### config.mk
export PLATFORM = sky130hd
export DESIGN_NAME = bt_player_ctrl
export DESIGN_NICKNAME = d
export VERILOG_FILES = /design/src/rtl/game_pkg.sv /design/src/rtl/uart_rx_byte.sv /design/src/rtl/bt_player_ctrl.sv
export SDC_FILE = /design/constraint.sdc
export NUM_CORES = 1
export LEC_CHECK = 0
export BUFFER_PORTS_ARGS = -buffer_cell sky130_fd_sc_hd__buf_2
export CORE_ASPECT_RATIO = 0.8
export CORE_MARGIN = 2
export CORE_UTILIZATION = 55
export DETAILED_ROUTE_END_ITERATION = 16
export PLACE_DENSITY_LB_ADDON = 0.05
export SYNTH_ARGS = -nofsm -noshare
export SYNTH_HDL_FRONTEND = slang
export SYNTH_SLANG_ARGS = --single-unit
export TNS_END_PERCENT = 50
### constraint.sdc
create_clock -name clk -period 5 [get_ports clk]
set_input_delay 0.25 -clock clk [delete_from_list [all_inputs] [get_ports clk]]
set_output_delay 0.25 -clock clk [all_outputs]
set_load 0.05 [all_outputs]
### src/rtl/game_pkg.sv
// Shared constants for the falling-object game: command bytes, playfield
// limits and the receive FSM state encoding.
package game_pkg;

    localparam logic [7:0] CMD_LEFT   = 8'h4C;
    localparam logic [7:0] CMD_RIGHT  = 8'h52;
    localparam logic [7:0] CMD_CENTER = 8'h43;

    localparam int X_MIN  = 0;
    localparam int X_MAX  = 539;
    localparam int X_INIT = 270;
    localparam int PX_W   = 12;

    localparam logic [1:0] RX_IDLE  = 2'd0;
    localparam logic [1:0] RX_START = 2'd1;
    localparam logic [1:0] RX_DATA  = 2'd2;
    localparam logic [1:0] RX_STOP  = 2'd3;

endpackage

### src/rtl/uart_rx_byte.sv
// 8N1 serial byte receiver: 2-flop synchronizer, mid-bit sampling FSM,
// one-cycle valid / framing-error pulses on the stop-bit sample edge.
module uart_rx_byte #(
    parameter int DIV = 10
) (
    input  logic       clk,
    input  logic       rst,
    input  logic       rx,
    output logic [7:0] data,
    output logic       valid,
    output logic       ferr
);
    import game_pkg::*;

    localparam int            CW      = $clog2(DIV);
    localparam logic [CW-1:0] HALF_M1 = CW'(DIV / 2 - 1);
    localparam logic [CW-1:0] FULL_M1 = CW'(DIV - 1);

    logic [1:0]    sync_q;
    logic          prev_q;
    logic [1:0]    state_q, state_d;
    logic [CW-1:0] div_q, div_d;
    logic [2:0]    bit_q, bit_d;
    logic [7:0]    shift_q, shift_d;
    logic [7:0]    data_q, data_d;
    logic          valid_q, valid_d;
    logic          ferr_q, ferr_d;
    logic          rxs;
    logic          fall;

    assign rxs  = sync_q[1];
    // Edge detect only: a line stuck low never re-arms the start search.
    assign fall = prev_q & ~rxs;

    always_comb begin
        state_d = state_q;
        div_d   = div_q;
        bit_d   = bit_q;
        shift_d = shift_q;
        data_d  = data_q;
        valid_d = 1'b0;
        ferr_d  = 1'b0;
        case (state_q)
            RX_IDLE: begin
                if (fall) begin
                    state_d = RX_START;
                    div_d   = '0;
                end
            end
            RX_START: begin
                if (div_q == HALF_M1) begin
                    div_d   = '0;
                    bit_d   = '0;
                    state_d = rxs ? RX_IDLE : RX_DATA;
                end else begin
                    div_d = div_q + 1'b1;
                end
            end
            RX_DATA: begin
                if (div_q == FULL_M1) begin
                    shift_d = {rxs, shift_q[7:1]};
                    div_d   = '0;
                    if (bit_q == 3'd7) state_d = RX_STOP;
                    else               bit_d   = bit_q + 3'd1;
                end else begin
                    div_d = div_q + 1'b1;
                end
            end
            RX_STOP: begin
                if (div_q == FULL_M1) begin
                    div_d   = '0;
                    state_d = RX_IDLE;
                    if (rxs) begin
                        data_d  = shift_q;
                        valid_d = 1'b1;
                    end else begin
                        ferr_d = 1'b1;
                    end
                end else begin
                    div_d = div_q + 1'b1;
                end
            end
            default: state_d = RX_IDLE;
        endcase
    end

    always_ff @(posedge clk or negedge rst) begin
        if (!rst) begin
            sync_q  <= 2'b11;
            prev_q  <= 1'b1;
            state_q <= RX_IDLE;
            div_q   <= '0;
            bit_q   <= '0;
            shift_q <= '0;
            data_q  <= '0;
            valid_q <= 1'b0;
            ferr_q  <= 1'b0;
        end else begin
            sync_q  <= {sync_q[0], rx};
            prev_q  <= rxs;
            state_q <= state_d;
            div_q   <= div_d;
            bit_q   <= bit_d;
            shift_q <= shift_d;
            data_q  <= data_d;
            valid_q <= valid_d;
            ferr_q  <= ferr_d;
        end
    end

    assign data  = data_q;
    assign valid = valid_q;
    assign ferr  = ferr_q;

endmodule

### src/rtl/bt_player_ctrl.sv
// Bluetooth player-position controller: decodes L/R/C command bytes from the
// serial receiver and keeps the clamped player x position.
module bt_player_ctrl #(
    parameter int CLK_HZ = 100_000_000,
    parameter int BAUD   = 9600,
    parameter int X_MIN  = game_pkg::X_MIN,
    parameter int X_MAX  = game_pkg::X_MAX,
    parameter int STEP   = 8,
    parameter int X_INIT = game_pkg::X_INIT
) (
    input  logic        clk,
    input  logic        rst,
    input  logic        rx,
    input  logic        ena,
    output logic [11:0] p_x,
    output logic [7:0]  cmd,
    output logic        cmd_valid,
    output logic        frame_err
);
    import game_pkg::*;

    localparam int DIV = CLK_HZ / BAUD;

    localparam logic [PX_W-1:0] XMIN_C   = PX_W'(X_MIN);
    localparam logic [PX_W-1:0] XMAX_C   = PX_W'(X_MAX);
    localparam logic [PX_W-1:0] XINIT_C  = PX_W'(X_INIT);
    localparam logic [PX_W-1:0] STEP_C   = PX_W'(STEP);
    // Thresholds folded into constants so neither move can wrap around.
    localparam logic [PX_W-1:0] LEFT_TH  = PX_W'(X_MIN + STEP);
    localparam logic [PX_W-1:0] RIGHT_TH = PX_W'(X_MAX - STEP);

    logic [PX_W-1:0] px_q, px_d;

    uart_rx_byte #(
        .DIV (DIV)
    ) u_rx (
        .clk   (clk),
        .rst   (rst),
        .rx    (rx),
        .data  (cmd),
        .valid (cmd_valid),
        .ferr  (frame_err)
    );

    always_comb begin
        px_d = px_q;
        if (cmd_valid && ena) begin
            case (cmd)
                CMD_LEFT:   px_d = (px_q < LEFT_TH)  ? XMIN_C : px_q - STEP_C;
                CMD_RIGHT:  px_d = (px_q > RIGHT_TH) ? XMAX_C : px_q + STEP_C;
                CMD_CENTER: px_d = XINIT_C;
                default:    px_d = px_q;
            endcase
        end
    end

    always_ff @(posedge clk or negedge rst) begin
        if (!rst) px_q <= XINIT_C;
        else      px_q <= px_d;
    end

    assign p_x = px_q;

endmodule

==> impl_metrics.env, run 1 <==
export IMPL_max_stage_delay_ns=0.65
export IMPL_path_cells="ha_1 > nand4_1 > nor4_1 > and3_1 > mux2_2"
export IMPL_setup_tns_ns=0
export IMPL_fillers=398
export IMPL_diodes=0
export IMPL_slew_violations=0
export IMPL_yosys_warnings=0
export IMPL_dp_hpwl_um=3800
export IMPL_ctsHoldBuffers=0
export IMPL_hold_class="input port to flop"
export IMPL_peakVddDrop_mv=0.201
export IMPL_tightestPinTransition_ns=1.17
export IMPL_clk_pin_slew_ns=0.10
export IMPL_ant_nets=0
export IMPL_hold_viol_final=0
export IMPL_skew_ns=0.00591
export IMPL_drt_pre_antenna_iters=4
export IMPL_drc=0
export IMPL_dieArea_um2=5580
export IMPL_cap_violations=0
export IMPL_start_util_pct=58.3
export IMPL_critPathCaptureType="flop"
export IMPL_synth_avg_cell_area_um2=10.1
export IMPL_synth_edf_count=0
export IMPL_cp_start_kind="flop"
export IMPL_drive_gt1_share_pct=23.0
export IMPL_grt_total_usage_pct=21.6
export IMPL_period_share_pct=49.8
export IMPL_drtIter0Drc=147
export IMPL_gp_congestion=0.897
export IMPL_worst_skew_pair_late_latency_ns=0.30
export IMPL_synth_fp_nets=282
export IMPL_synthArstFlopShare_pct=100
export IMPL_io_buffers=25
export IMPL_syn_area_um2=2750
export IMPL_cts_max_level=2
export IMPL_via_per_inst=6.09
export IMPL_grt_max_degree=53
export IMPL_num_vias=2168
export IMPL_overflow=0
export IMPL_clockRootBuffer="clkbuf_8"
export IMPL_cts_buffers=5
export IMPL_cts_tree="built"
export IMPL_cts_buffer_depth=2
export IMPL_dieHeight_um=67.2
export IMPL_post_cts_resized=0
export IMPL_fin_util_pct=63.6
export IMPL_post_cts_buffers=0
export IMPL_antenna_found_initial=0
export IMPL_clock_sinks=52
export IMPL_arrival_ns=2.68
export IMPL_synthCells=273
export IMPL_fin_crit_ns=2.49
export IMPL_worst_path_max_fanout=9
export IMPL_core_area_um2=4710
export IMPL_nets=304
export IMPL_ys_seq_area_share_pct=47.7
export IMPL_power_density_nw_per_um2=283
export IMPL_max_clock_freq_ghz=0.401
export IMPL_status="finished, final reports clean"
export IMPL_reg2regPathDepth=5
export IMPL_cp_data_required_time_ns=5.19
export IMPL_die_w_um=83.0
export IMPL_grt_pass1_vias=2045
export IMPL_rsz0062_at_grt="no"
export IMPL_cpMaxStageDelayCell="nor4_1"
export IMPL_area_delta_synth_final_pct=9.12
export IMPL_ios=26
export IMPL_path_class="flop to flop"
export IMPL_rows=22
export IMPL_setup_violations=0
export IMPL_ys_types=60
export IMPL_min_path_cells=1
export IMPL_wl_per_cell_um=15.5
export IMPL_fin_total_pwr_mw=0.848
export IMPL_grt_pass1_wl_um=9830
export IMPL_synth_main_ff_cell="dfrtp_1"
export IMPL_wl_um=5530
export IMPL_leakage_nw=1.40
export IMPL_ys_seq_elements=52
export IMPL_relSlewSlack_pct=21.5
[synthesized netlist by cell type (3+ instances only)]
library cell	number	area (um^2)
nor4_1	3	18.8
or2_2	3	18.8
a21oi_1	14	70.1
a31oi_1	12	75.1
dfrtp_1	45	1130
nand4_1	3	18.8
o211ai_1	3	22.5
o21ai_0	13	65.1
nand2_1	18	67.6
inv_1	14	52.6
and3_1	9	56.3
clkbuf_1	7	26.3
a41oi_1	3	26.3
nor3_1	9	45.0
dfstp_2	7	184
mux2_2	17	191
nor2_1	21	78.8
ha_1	5	62.6
nand3_1	7	35.0
[per-stage QoR]
stage	area [um^2]	cells	setup slack (ns)	hold WS, ns
6_report	3000	356	2.51	0.0317
5_1_grt	3000	356	2.28	0.00937
4_1_cts	3000	356	2.51	0.0200
3_5_place_dp	2900	348	2.54	0.348
3_3_place_gp	2900	348	2.56	0.346
2_1_floorplan	2750	273	2.61	-0.0456
[routing by layer]
| layer | track usage [%] | wire [um] | up-vias |
|---|---|---|---|
| met2 | 32.5 | 2400 | 61 |
| met1 | 32.8 | 2830 | 1042 |
| met5 | 0 | 0 | - |
| met3 | 4.03 | 276 | 6 |
| met4 | 4.92 | 26 | 0 |
| li1 | - | - | 1059 |
[sequential cells by signal, summed over array words and instances, names as in the netlist, named ones only]
| signal | cells |
|---|---|
| u_rx.data | 8 |
| u_rx.valid | 1 |
| p_x | 12 |
| u_rx.shift_q | 8 |
| u_rx.state_q | 1 |
| u_rx.prev_q | 1 |
| u_rx.div_q | 14 |
| u_rx.bit_q | 3 |
| u_rx.ferr | 1 |
| u_rx.sync_q | 2 |
[critical path: cells and delay by family, from the launching register on]
kind	cells	cell delay, ns
adders and majority gates	1	0.24
DFF	1	0.42
muxes	1	0.38
and+or+nand+nor	3	1.35
[layout by cell type (no fill, tap or decap), types with 3 or more instances in the layout]
cell type	instances
a41oi_1	3
buf_2	25
ha_1	5
mux2_2	17
nor3_1	9
o211ai_1	3
nand3_1	7
a21oi_1	14
nand2_1	18
nand4_1	3
o21ai_0	13
or2_2	3
nor2_1	21
nor4_1	3
inv_1	14
dfrtp_1	45
dfstp_2	7
and3_1	9
clkbuf_8	5
a31oi_1	12
[power breakdown]
part           internal (mW)  switching [mW]  leakage (nW)
Combinational         0.0449          0.0631         0.687
Sequential             0.451          0.0452         0.669
Clock                  0.101           0.143        0.0485
[kinds of logic after synthesis]
| group | after synthesis | synth area share, % |
|---|---|---|
| buf+inv | 26 | 3.97 |
| fa+ha+maj | 5 | 2.28 |
| compound gates | 73 | 18.2 |
| simple gates | 96 | 19.5 |
| mux | 19 | 7.70 |
| flops | 52 | 47.7 |
| xor+xnor | 2 | 0.638 |
[worst paths after layout]
check / from / to / slack [ns]
worst max-delay path: u_rx.div_q[0]$_DFFE_PN0N_ / u_rx.shift_q[0]$_DFFE_PN0P_ / 2.51
worst min-delay path: rx / u_rx.sync_q[0]$_DFF_PN1_ / 0.03
worst max register to register: u_rx.div_q[0]$_DFFE_PN0N_ / u_rx.shift_q[0]$_DFFE_PN0P_ / 2.51
worst min register to register: u_rx.sync_q[0]$_DFF_PN1_ / u_rx.sync_q[1]$_DFF_PN1_ / 0.36
max in group asynchronous: rst / u_rx.data[5]$_DFFE_PN0P_ / 4.53
min in group asynchronous: rst / u_rx.div_q[13]$_DFFE_PN0N_ / 0.04
[cell type report]
| type | instances | area [um^2] | share of cell area [%] |
|---|---|---|---|
| Multi-Input combinational cell | 195 | 1330 | 44.3 |
| Sequential cell | 52 | 1310 | 43.7 |
| Timing Repair Buffer | 27 | 140 | 4.68 |
| Tap cell | 60 | 75.1 | 2.51 |
| Clock buffer | 5 | 68.8 | 2.30 |
| Inverter | 14 | 52.6 | 1.75 |
| Clock inverter | 3 | 22.5 | 0.752 |
(Power assumes the default switching activity.)
==> run 2: changes to the inputs <==
clock period = 2.4 ns   (was 5 ns; I/O delays follow)
==> impl_metrics.env, run 2 (synthesis gave the netlist of run 1 again) <==
export IMPL_gp_congestion=0.840
export IMPL_cts_buffers=5
export IMPL_drive_gt1_share_pct=26.3
export IMPL_worst_skew_pair_late_latency_ns=0.31
export IMPL_status="finished, final reports clean"
export IMPL_num_vias=2243
export IMPL_cts_buffer_depth=2
export IMPL_ant_nets=0
export IMPL_tightestPinTransition_ns=1.22
export IMPL_use_met2_pct=33.9
export IMPL_clockRootBuffer="clkbuf_8"
export IMPL_largest_reg_flops=14
export IMPL_setup_violations=0
export IMPL_nets=320
export IMPL_leakage_nw=1.48
export IMPL_max_clock_freq_ghz=0.437
export IMPL_fin_crit_ns=2.29
export IMPL_crit_end="u_rx.div_q[13]$_DFFE_PN0N_"
export IMPL_grt_max_degree=37
export IMPL_groute_layer_met3_usage_pct=4.28
export IMPL_cp_depth=6
export IMPL_area_delta_synth_final_pct=13.7
export IMPL_overflow=0
export IMPL_period_share_pct=95.2
export IMPL_arrival_ns=2.49
export IMPL_diodes=0
export IMPL_grt_busiest_layer="met2"
export IMPL_dieHeight_um=67.2
export IMPL_dp_hpwl_um=4010
export IMPL_whs_ns=0.361
export IMPL_layout_commonest_cell="dfrtp_1"
export IMPL_reg2reg_from="u_rx.div_q[0]$_DFFE_PN0N_"
export IMPL_post_place_cells=361
export IMPL_drtIter0Drc=219
export IMPL_timing_rr_end="u_rx.div_q[13]$_DFFE_PN0N_"
export IMPL_top_register="u_rx.div_q"
export IMPL_cpMaxStageDelayCell="or4_4"
export IMPL_antenna_found_initial=0
export IMPL_cap_violations=0
export IMPL_fillers=391
export IMPL_worstPathBufferInverterCount=0
export IMPL_cts_tree="built"
export IMPL_worst_path_max_fanout=12
export IMPL_instances_no_fill=372
export IMPL_cts_max_level=2
export IMPL_path_cells="ha_1 > nand4_1 > or4_4 > a22o_4 > and3_1 > a221o_1"
export IMPL_critPathCaptureType="flop"
export IMPL_cp_start_kind="flop"
export IMPL_io_buffers=25
export IMPL_wl_um=5870
export IMPL_clock_sinks=52
export IMPL_rows=22
export IMPL_drt_pre_antenna_iters=4
export IMPL_path_class="flop to flop"
export IMPL_wl_per_cell_um=15.8
export IMPL_startpoint="u_rx.div_q[0]$_DFFE_PN0N_"
export IMPL_use_met1_pct=32.6
export IMPL_clk_pin_slew_ns=0.10
export IMPL_dieArea_um2=5580
export IMPL_final_cell_mix="dfrtp_1 (45), buf_2 (25), nor2_1 (21), nand2_1 (18), mux2_2 (17)"
export IMPL_crit_family="simple AND/OR/NAND/NOR gates"
export IMPL_grt_pass1_wl_um=9960
export IMPL_slew_violations=0
export IMPL_die_w_um=83.0
export IMPL_grt_pass1_vias=2101
export IMPL_start_util_pct=58.3
export IMPL_relSlewSlack_pct=17.9
export IMPL_hold_class="flop to flop"
export IMPL_hold_viol_final=0
export IMPL_ios=26
export IMPL_rsz0062_at_grt="no"
export IMPL_power_density_nw_per_um2=576
export IMPL_cp_data_required_time_ns=2.60
export IMPL_peakVddDrop_mv=0.351
export IMPL_drc=0
export IMPL_reg2regPathDepth=6
export IMPL_grt_total_usage_pct=22.4
export IMPL_skew_ns=0.0109
export IMPL_fin_util_pct=66.3
export IMPL_via_per_inst=6.03
export IMPL_r2r_slack_ns=0.11
export IMPL_max_stage_delay_ns=0.57
export IMPL_core_area_um2=4710
export IMPL_setup_tns_ns=0
export IMPL_fin_total_pwr_mw=1.80
[run 2: final cells by class]
class	count	area, um^2	share of cell area [%]
clock buffer	6	72.6	2.32
inverter	14	52.6	1.68
timing repair buffer	42	258	8.26
multi-input combinational	196	1340	42.8
clock inverter	2	16.3	0.521
sequential	52	1310	42.0
tap	60	75.1	2.40
[run 2: per-stage QoR]
stage	setup WS (ns)	area [um^2]
after floorplan	0.0137	2750
after global placement	0.141	3000
after detailed placement	0.104	3000
after CTS	0.0774	3110
after global routing	0.00744	3120
final	0.114	3120
[run 2: worst min-delay path by stage]
stage,slack [ns],to,cells past startpoint,startpoint
final,0.36,u_rx.sync_q[1]$_DFF_PN1_,0,u_rx.sync_q[0]$_DFF_PN1_
after detailed placement,0.23,u_rx.sync_q[0]$_DFF_PN1_,1,rx
after floorplan,-0.18,async pin,0,rst
after CTS,0.36,u_rx.sync_q[1]$_DFF_PN1_,0,u_rx.sync_q[0]$_DFF_PN1_
after global routing,0.36,u_rx.sync_q[1]$_DFF_PN1_,0,u_rx.sync_q[0]$_DFF_PN1_
after global placement,0.23,u_rx.sync_q[0]$_DFF_PN1_,1,rx
[run 2: power by group]
group	leakage [nW]	total, mW	switching (mW)	internal (mW)
Clock	0.0414	0.507	0.299	0.208
Combinational	0.767	0.269	0.157	0.112
Sequential	0.669	1.02	0.0818	0.940
Total	1.48	1.80	0.538	1.26
[run 2: layer usage]
layer  vias up  part of all wire [%]
met4         0                   1.2
li1       1096                     -
met1      1063                    51
met2        76                    42
met3         8                   5.9
met5         -                     0
[run 2: repair_timing]
item	CTS	global route
hold buffers	2	0
setup buffers	0	0
endpoints found under the setup margin	0	5
endpoints found under the hold margin	29	0
resized for setup	0	1
